[config.mk]
export PLATFORM = sky130hd
export DESIGN_NAME = mem_arbiter
export DESIGN_NICKNAME = d
export VERILOG_FILES = /design/src/rtl/mem_arbiter.sv
export SDC_FILE = /design/constraint.sdc
export NUM_CORES = 1
export LEC_CHECK = 0
export ABC_AREA = 0
export ABC_CLOCK_PERIOD_IN_PS = 3700
export CORE_MARGIN = 8
export CORE_UTILIZATION = 27
export DETAILED_ROUTE_END_ITERATION = 6
export PLACE_DENSITY = 0.82
export SLEW_MARGIN = 20
export SYNTH_ARGS = -nofsm -noshare
export SYNTH_HDL_FRONTEND = slang
export SYNTH_SLANG_ARGS = --single-unit
[constraint.sdc]
create_clock -name clk -period 3.7 [get_ports clk]
set_clock_uncertainty 0.2 [all_clocks]
set_input_delay 0.74 -clock clk [delete_from_list [all_inputs] [get_ports clk]]
set_output_delay 0.74 -clock clk [all_outputs]
set_load 0.02 [all_outputs]
[src/rtl/mem_arbiter.sv]
// Two-master arbiter sharing one RAM2 port, with a hang watchdog that completes stuck transactions.
// Optional `ARB_ROUND_ROBIN_EN: alternate tie winners; otherwise master 0 always wins ties.
module mem_arbiter #(
   parameter int AW      = 16,
   parameter int DW      = 16,
   parameter int TIMEOUT = 255,
   parameter int CW      = 8
) (
   input  logic          clk,
   input  logic          rst,
   // master 0 (cpu)
   input  logic [AW-1:0] m0_addr,
   input  logic [DW-1:0] m0_wdata,
   input  logic          m0_we,
   input  logic          m0_re,
   output logic [DW-1:0] m0_rdata,
   output logic          m0_ready,
   // master 1 (dma / debug loader)
   input  logic [AW-1:0] m1_addr,
   input  logic [DW-1:0] m1_wdata,
   input  logic          m1_we,
   input  logic          m1_re,
   output logic [DW-1:0] m1_rdata,
   output logic          m1_ready,
   // shared RAM2 port
   output logic [AW-1:0] mem_addr,
   output logic [DW-1:0] mem_wdata,
   output logic          mem_we,
   output logic          mem_re,
   input  logic [DW-1:0] mem_rdata,
   input  logic          mem_ready,
   // status
   output logic [1:0]    grant,
   output logic          timeout_flag
);

   // Handshake: a master holds re/we and its addr/wdata until it samples its ready high,
   // then drops (or replaces) the request on that same edge; ready is a one-cycle pulse.

   typedef enum logic {IDLE = 1'b0, BUSY = 1'b1} state_t;

   state_t        state, state_nxt;
   logic [1:0]    grant_nxt;
   logic [CW-1:0] count;
   logic          req0, req1;
   logic          tie_pick1;
   logic          wd_fire;
   logic          done;
   logic          busy;

   assign req0 = m0_re | m0_we;
   assign req1 = m1_re | m1_we;
   assign busy = (state == BUSY);

   // A real mem_ready in the deadline cycle wins over the watchdog.
   assign wd_fire = (TIMEOUT != 0) && busy && (count == CW'(TIMEOUT)) && !mem_ready;
   assign done    = busy && (mem_ready || wd_fire);

`ifdef ARB_ROUND_ROBIN_EN
   logic last_winner;

   always_ff @(posedge clk) begin
      if (!rst)
         last_winner <= 1'b1;
      else if (done)
         last_winner <= grant[1];
   end

   assign tie_pick1 = ~last_winner;
`else
   assign tie_pick1 = 1'b0;
`endif

   always_comb begin
      state_nxt = state;
      grant_nxt = grant;
      case (state)
         IDLE: begin
            if (req0 || req1) begin
               state_nxt = BUSY;
               if (req0 && req1)
                  grant_nxt = tie_pick1 ? 2'b10 : 2'b01;
               else if (req1)
                  grant_nxt = 2'b10;
               else
                  grant_nxt = 2'b01;
            end
         end
         BUSY: begin
            if (done) begin
               state_nxt = IDLE;
               grant_nxt = 2'b00;
            end
         end
         default: begin
            state_nxt = IDLE;
            grant_nxt = 2'b00;
         end
      endcase
   end

   always_ff @(posedge clk) begin
      if (!rst) begin
         state        <= IDLE;
         grant        <= 2'b00;
         count        <= '0;
         timeout_flag <= 1'b0;
      end else begin
         state <= state_nxt;
         grant <= grant_nxt;
         if (busy && !done) begin
            if (count != '1)
               count <= count + 1'b1;
         end else begin
            count <= '0;
         end
         if (wd_fire)
            timeout_flag <= 1'b1;
      end
   end

   // Address/data follow master 0 while idle so the bus never floats.
   always_comb begin
      mem_addr  = grant[1] ? m1_addr  : m0_addr;
      mem_wdata = grant[1] ? m1_wdata : m0_wdata;
      mem_we    = 1'b0;
      mem_re    = 1'b0;
      if (busy && !wd_fire) begin
         mem_we = grant[1] ? m1_we : m0_we;
         mem_re = grant[1] ? m1_re : m0_re;
      end
   end

   assign m0_ready = done & grant[0];
   assign m1_ready = done & grant[1];
   assign m0_rdata = mem_rdata;
   assign m1_rdata = mem_rdata;

endmodule

Word level (Yosys, flattened, before mapping)
Cells that the tools add are included.
{"block": "word_totals", "reg_bits": 12, "input_bits": 87}
{"block": "op_classes", "bitwise_logic": 5, "eq_ne": 4, "addsub": 1, "reduce_logical": 13, "mux": 14}
{"cell": "2-to-1 mux 16 bit", "count": 2}
{"cell": "adder 8 x 1 -> 8 bit, second input constant", "count": 1}
{"cell": "equality test 8 bit, second input constant", "count": 1}
{"cell": "2-to-1 mux 2 bit", "count": 4}
{"cell": "inequality test 8 bit, second input constant", "count": 1}
{"cell": "logical AND 1 bit", "count": 6}
{"cell": "2-to-1 mux 1 bit", "count": 6}
{"cell": "one-hot mux 2 bit (2 select lines)", "count": 1}
{"cell": "AND reduction 2 bit", "count": 2}
{"cell": "logical NOT 1 bit", "count": 3}
{"cell": "bitwise AND 1 bit", "count": 2}
{"cell": "logical OR 1 bit", "count": 2}
{"cell": "inequality test 2 x 1 -> 1 bit, second input constant", "count": 1}
{"cell": "inequality test 2 bit, second input constant", "count": 1}
{"cell": "bitwise OR 1 bit", "count": 2}
{"cell": "one-hot mux 1 bit (2 select lines)", "count": 1}
{"cell": "NOT 1 bit", "count": 1}

Longest topological paths before layout
Gate-level depths: netlist of the first run.
{"block": "depth", "word_depth": 8, "mapped_depth": 4, "ltp_nobuf": 4}

Least setup slack after synthesis of the first run
OpenSTA, ideal clock, no wires.
{"block": "synth_timing", "path_kind": "reg2out", "startpoint": "reg grant[1]", "endpoint": "out mem_wdata[3]", "slack_ns": 1.479, "t_arrival_ns": 1.281, "n_path_buf": 2, "path_stages_with_launch": 4, "cell_sequence": "dfxtp_1 > buf_2 > buf_2 > mux2_2"}
{"block": "synth_via", "elab_chain_cells": 1}
{"item": "start: declaration", "line": "33", "rtl": "output logic [1:0] grant,"}
{"item": "start signal: assignment", "line": "110", "rtl": "grant <= grant_nxt;"}
{"item": "2-to-1 mux 16 bit", "line": "125", "rtl": "mem_wdata = grant[1] ? m1_wdata : m0_wdata;"}
{"item": "end: declaration", "line": "27", "rtl": "output logic [DW-1:0] mem_wdata,"}
No other way between the ends.

Final worst setup path of the first run
{"block": "layout_timing", "startpoint": "in mem_ready", "endpoint": "out m1_ready"}
{"block": "layout_via", "elab_chain_cells": 5}
{"item": "start: declaration", "line": "31", "rtl": "input logic mem_ready,"}
{"item": "logical NOT 1 bit", "line": "56", "rtl": "assign wd_fire = (TIMEOUT != 0) && busy && (count == CW'(TIMEOUT)) && !mem_ready;"}
{"item": "logical AND 1 bit", "line": "56"}
{"item": "logical OR 1 bit (*)", "line": "57", "rtl": "assign done = busy && (mem_ready || wd_fire);"}
{"item": "logical AND 1 bit (*)", "line": "57"}
{"item": "bitwise AND 1 bit (*)", "line": "135", "rtl": "assign m1_ready = done & grant[1];"}
{"item": "end: declaration", "line": "24", "rtl": "output logic m1_ready,"}
Mark *: on every way between the ends. The rest lies on a longest branch, timed or not.

==> impl_results.md, run 1 <==
* CTS tree: yes
* CP arrival at about 2.3 ns
* Pin count of the biggest net entering global routing at 35
* Fin nets at approximately 300
* Die W at slightly above 80 um
* Max Clk Rate at roughly 310 MHz
* Num CTS Buffers at 3
* Synth top area share at 0.2984
* Die area at ~0.0069 sq mm
* Number of library cell types mapped by synthesis at 34
* Placer Congestion at about 0.72
* Switching pwr at around 140 uW
* Worst R2R End: busy
* I/O Pins at around 160
* Share of cells above drive strength 1 at 0.1934
* DR WL met3 at between 500 and 600 um
* Clock share of power at 0.286
* Starting density of the core at 0.2792
* R2r setup slk at around 2.0 ns
* Number of clock sinks at 12
* CTS root buf: clkbuf_8
* DP Wirelength at between 4000 and 5000 um
* GRT overflow at 0
* Cell area after synthesis at 0.001207 sq mm
* Row count at 24
* Vias in the first global route at between 1,000 and 1,500
* Int Power at 368.7 uW
* Synth Instances at approximately 140
* Die Span Y at 82.87 um
* Compound-Gate Fraction of Synth Area at 0.1088
* Outcome: complete, no violations
* Most used DFF post-synth: dfxtp_1
* Longest Clk Path Bufs at 2
* Total GRT Usage at 0.1320
* Post-layout min period at ~3.2 ns
* Adder-cell share of the synthesized area at 0.01036
* Syn nets at roughly 220
* Buffers on Ports at approximately 110
* Hold Path Class: flop to flop
* Setup tns final at 0 ns
* Synthesized area per cell at a little under 9 sq um
* Clock-pin slew on the worst setup and hold paths at approximately 0.050 ns
* Vias/cell at around 4.8
* Inserted Diodes at 0
* M1 WL at approximately 1800 um
* WL per Instance at 18.25 um
* Final setup viols at 0
* First-pass GRT wire length at between 7000 and 8000 um
* Synth Area in XOR/XNOR at 0.01451
* Part of the power in combinational logic at 0.441
* Layout area overhead at 78.96%
* Critical Path Fanout Max at 5
* Simple-gate share of the synthesized area at 0.1202
* Worst Path Class, Setup: input port to output pin
* Via Count at around 1,300
* Final ANT Viol Nets at 0
* Pleak at between 0.0007 and 0.0008 uW
* Crit path to: m1_ready
* Power per Cell Area at 234.6 mW/mm^2
* Top layer reached by signal wires: met4
* Setup WS post-layout at ~0.49 ns
* Clk Latency, worst-skew pair at about 0.24 ns
* Worst path required time at approximately 2.8 ns
* Sw Ratio at 0.2726
* Largest area contributor in the netlist: mux2_2
* Post-synth EDFFs at 0
* Yosys warns at 0
* Max_slew headroom at 0.7139
* Initial antenna violation count at 0
* H-tree levels at 1
* DRC errors left at 0
* Hold Vio Cnt, Final at 0
* Sequential element share of the synthesized area at 0.1990
* Post-CTS sizing at 0
* RSZ-0062 raised after global routing: false
* DP Worst Slack at 0.4671 ns
* Startpoint Class: input port
* Seq pwr share at 0.273
* Post-synthesis mux area share at 0.3150
* Critical path startpoint: mem_ready
* Final Cycle Share at 0.8673
* Yosys reg bits at 12
* Detailed Route Iter0 Violations at 8
* # Post-CTS Setup Buffers at 0
* Area contributors post-synth: mux2_2, dfxtp_1, buf_4
* First-pass DRT Iterations at 2
* Fin. max-slew vios at 0
* Max-cap violations at 0
* Main combinational cell family by area after synthesis: multiplexers
* Core Area at ~0.0043 sq mm
* FF-to-FF path depth at 4
* Peak VDD IR at 228.8 uV
* # hold bufs at CTS at 0
* Fill cells at approximately 420
* Met2 wire length at between 2000 and 2500 um
* Crit. End Element: output pin
* Slew @ Worst Pin at roughly 0.43 ns
* Async SR Flop Fraction at 0
* R2r startpoint: count[0]
* WL final at 4818 um
## critical path, stage by stage
cell             delay [ns]
clkdlybuf4s50_1        0.53
nand2_1                0.08
o21ai_1                0.15
and2_1                 0.17
clkdlybuf4s50_1        0.60
## metal layers
layer,vias up,GRT usage
met2,86,0.2341
li1,596,-
met1,563,0.1370
met5,-,0
met3,9,0.05957
met4,0,0.03355
## worst min-delay path by stage
stage | end | slack (ns) | depth (start not counted) | start
floorplan | count[0] | 0.24 | 1 | count[0]
global placement | timeout_flag | 0.25 | 1 | timeout_flag
detailed placement | timeout_flag | 0.26 | 1 | timeout_flag
CTS | timeout_flag | 0.28 | 1 | timeout_flag
global route | timeout_flag | 0.31 | 1 | timeout_flag
finish | timeout_flag | 0.28 | 1 | timeout_flag
## power by group through the flow
stage	Combinational, uW	Sequential (uW)	Clock [uW]
finish	224	138	145
global route	236	139	154
CTS	226	138	149
global placement	223	141	0
floorplan	138	140	0
detailed placement	225	141	0
## cells in the final DEF, fill, tap and decap left out, types with 2 or more instances in the layout
cell type        count
o31ai_1              2
mux2i_1              2
mux2_2              32
dfxtp_1             12
and2_1               2
nand2_1              4
a21oi_1              4
clkbuf_8             4
clkdlybuf4s50_1    109
nor2_1               8
o21ai_0              3
nand4_1              2
xnor2_1              2
or3_1                2
inv_1                4
## cells in the mapped netlist, drive strengths merged (2+ instances only)
master	number
buf	37
mux2	32
dfxtp	12
nor2	8
a21oi	4
inv	4
nand2	4
o21ai	4
nand4	3
and2	2
mux2i	2
nand3	2
o21bai	2
o31ai	2
or3	2
xnor2	2
## flip-flops by register name, summed over array words and instances (netlist names)
signal,count
busy,1
grant,2
timeout_flag,1
count,8
## cell families (layout without fill, tap and decap cells)
family / Yosys count / after routing
AOI/OAI and AO/OA: 19 / 19
xor gates and xnor gates: 2 / 2
muxes: 34 / 34
buffers and inverters: 41 / 118
adders and majority gates: 1 / 1
DFF: 12 / 12
and+or+nand+nor: 26 / 26
## final cells by class
cell class	instances	area, sq um	area share
inverters	4	15.01	0.006948
repair buffers	110	1099	0.5084
multi-input cells	82	686.9	0.3179
clock buffers	4	55.05	0.02548
flip-flops and latches	12	240.2	0.1112
well taps	52	65.06	0.03011
## through the flow
stage / total power, uW / instances / utilization / hold WS (ns) / instance area [sq um]
2_1_floorplan: 278.0 / 135 / - / 0.2411 / 1207
3_3_place_gp: 363.5 / 260 / 0.4870 / 0.2544 / 2106
3_5_place_dp: 366.5 / 260 / 0.4870 / 0.2574 / 2106
4_1_cts: 513.5 / 264 / 0.4997 / 0.2787 / 2161
5_1_grt: 529.0 / 264 / 0.4997 / 0.3095 / 2161
6_report: 506.9 / 264 / 0.4997 / 0.2761 / 2161
Note: power is estimated with default switching activity, not from simulation.
==> run 2: changes to the inputs <==
--- a/config.mk
+++ b/config.mk
@@ -10,8 +10,10 @@
 export CORE_MARGIN = 8
 export CORE_UTILIZATION = 27
 export DETAILED_ROUTE_END_ITERATION = 6
+export GPL_ROUTABILITY_DRIVEN = 0
 export PLACE_DENSITY = 0.82
 export SLEW_MARGIN = 20
 export SYNTH_ARGS = -nofsm -noshare
 export SYNTH_HDL_FRONTEND = slang
 export SYNTH_SLANG_ARGS = --single-unit
+export TNS_END_PERCENT = 20
==> results of run 2 <==
Final layout, timing and power as in run 1 (identical DEF).
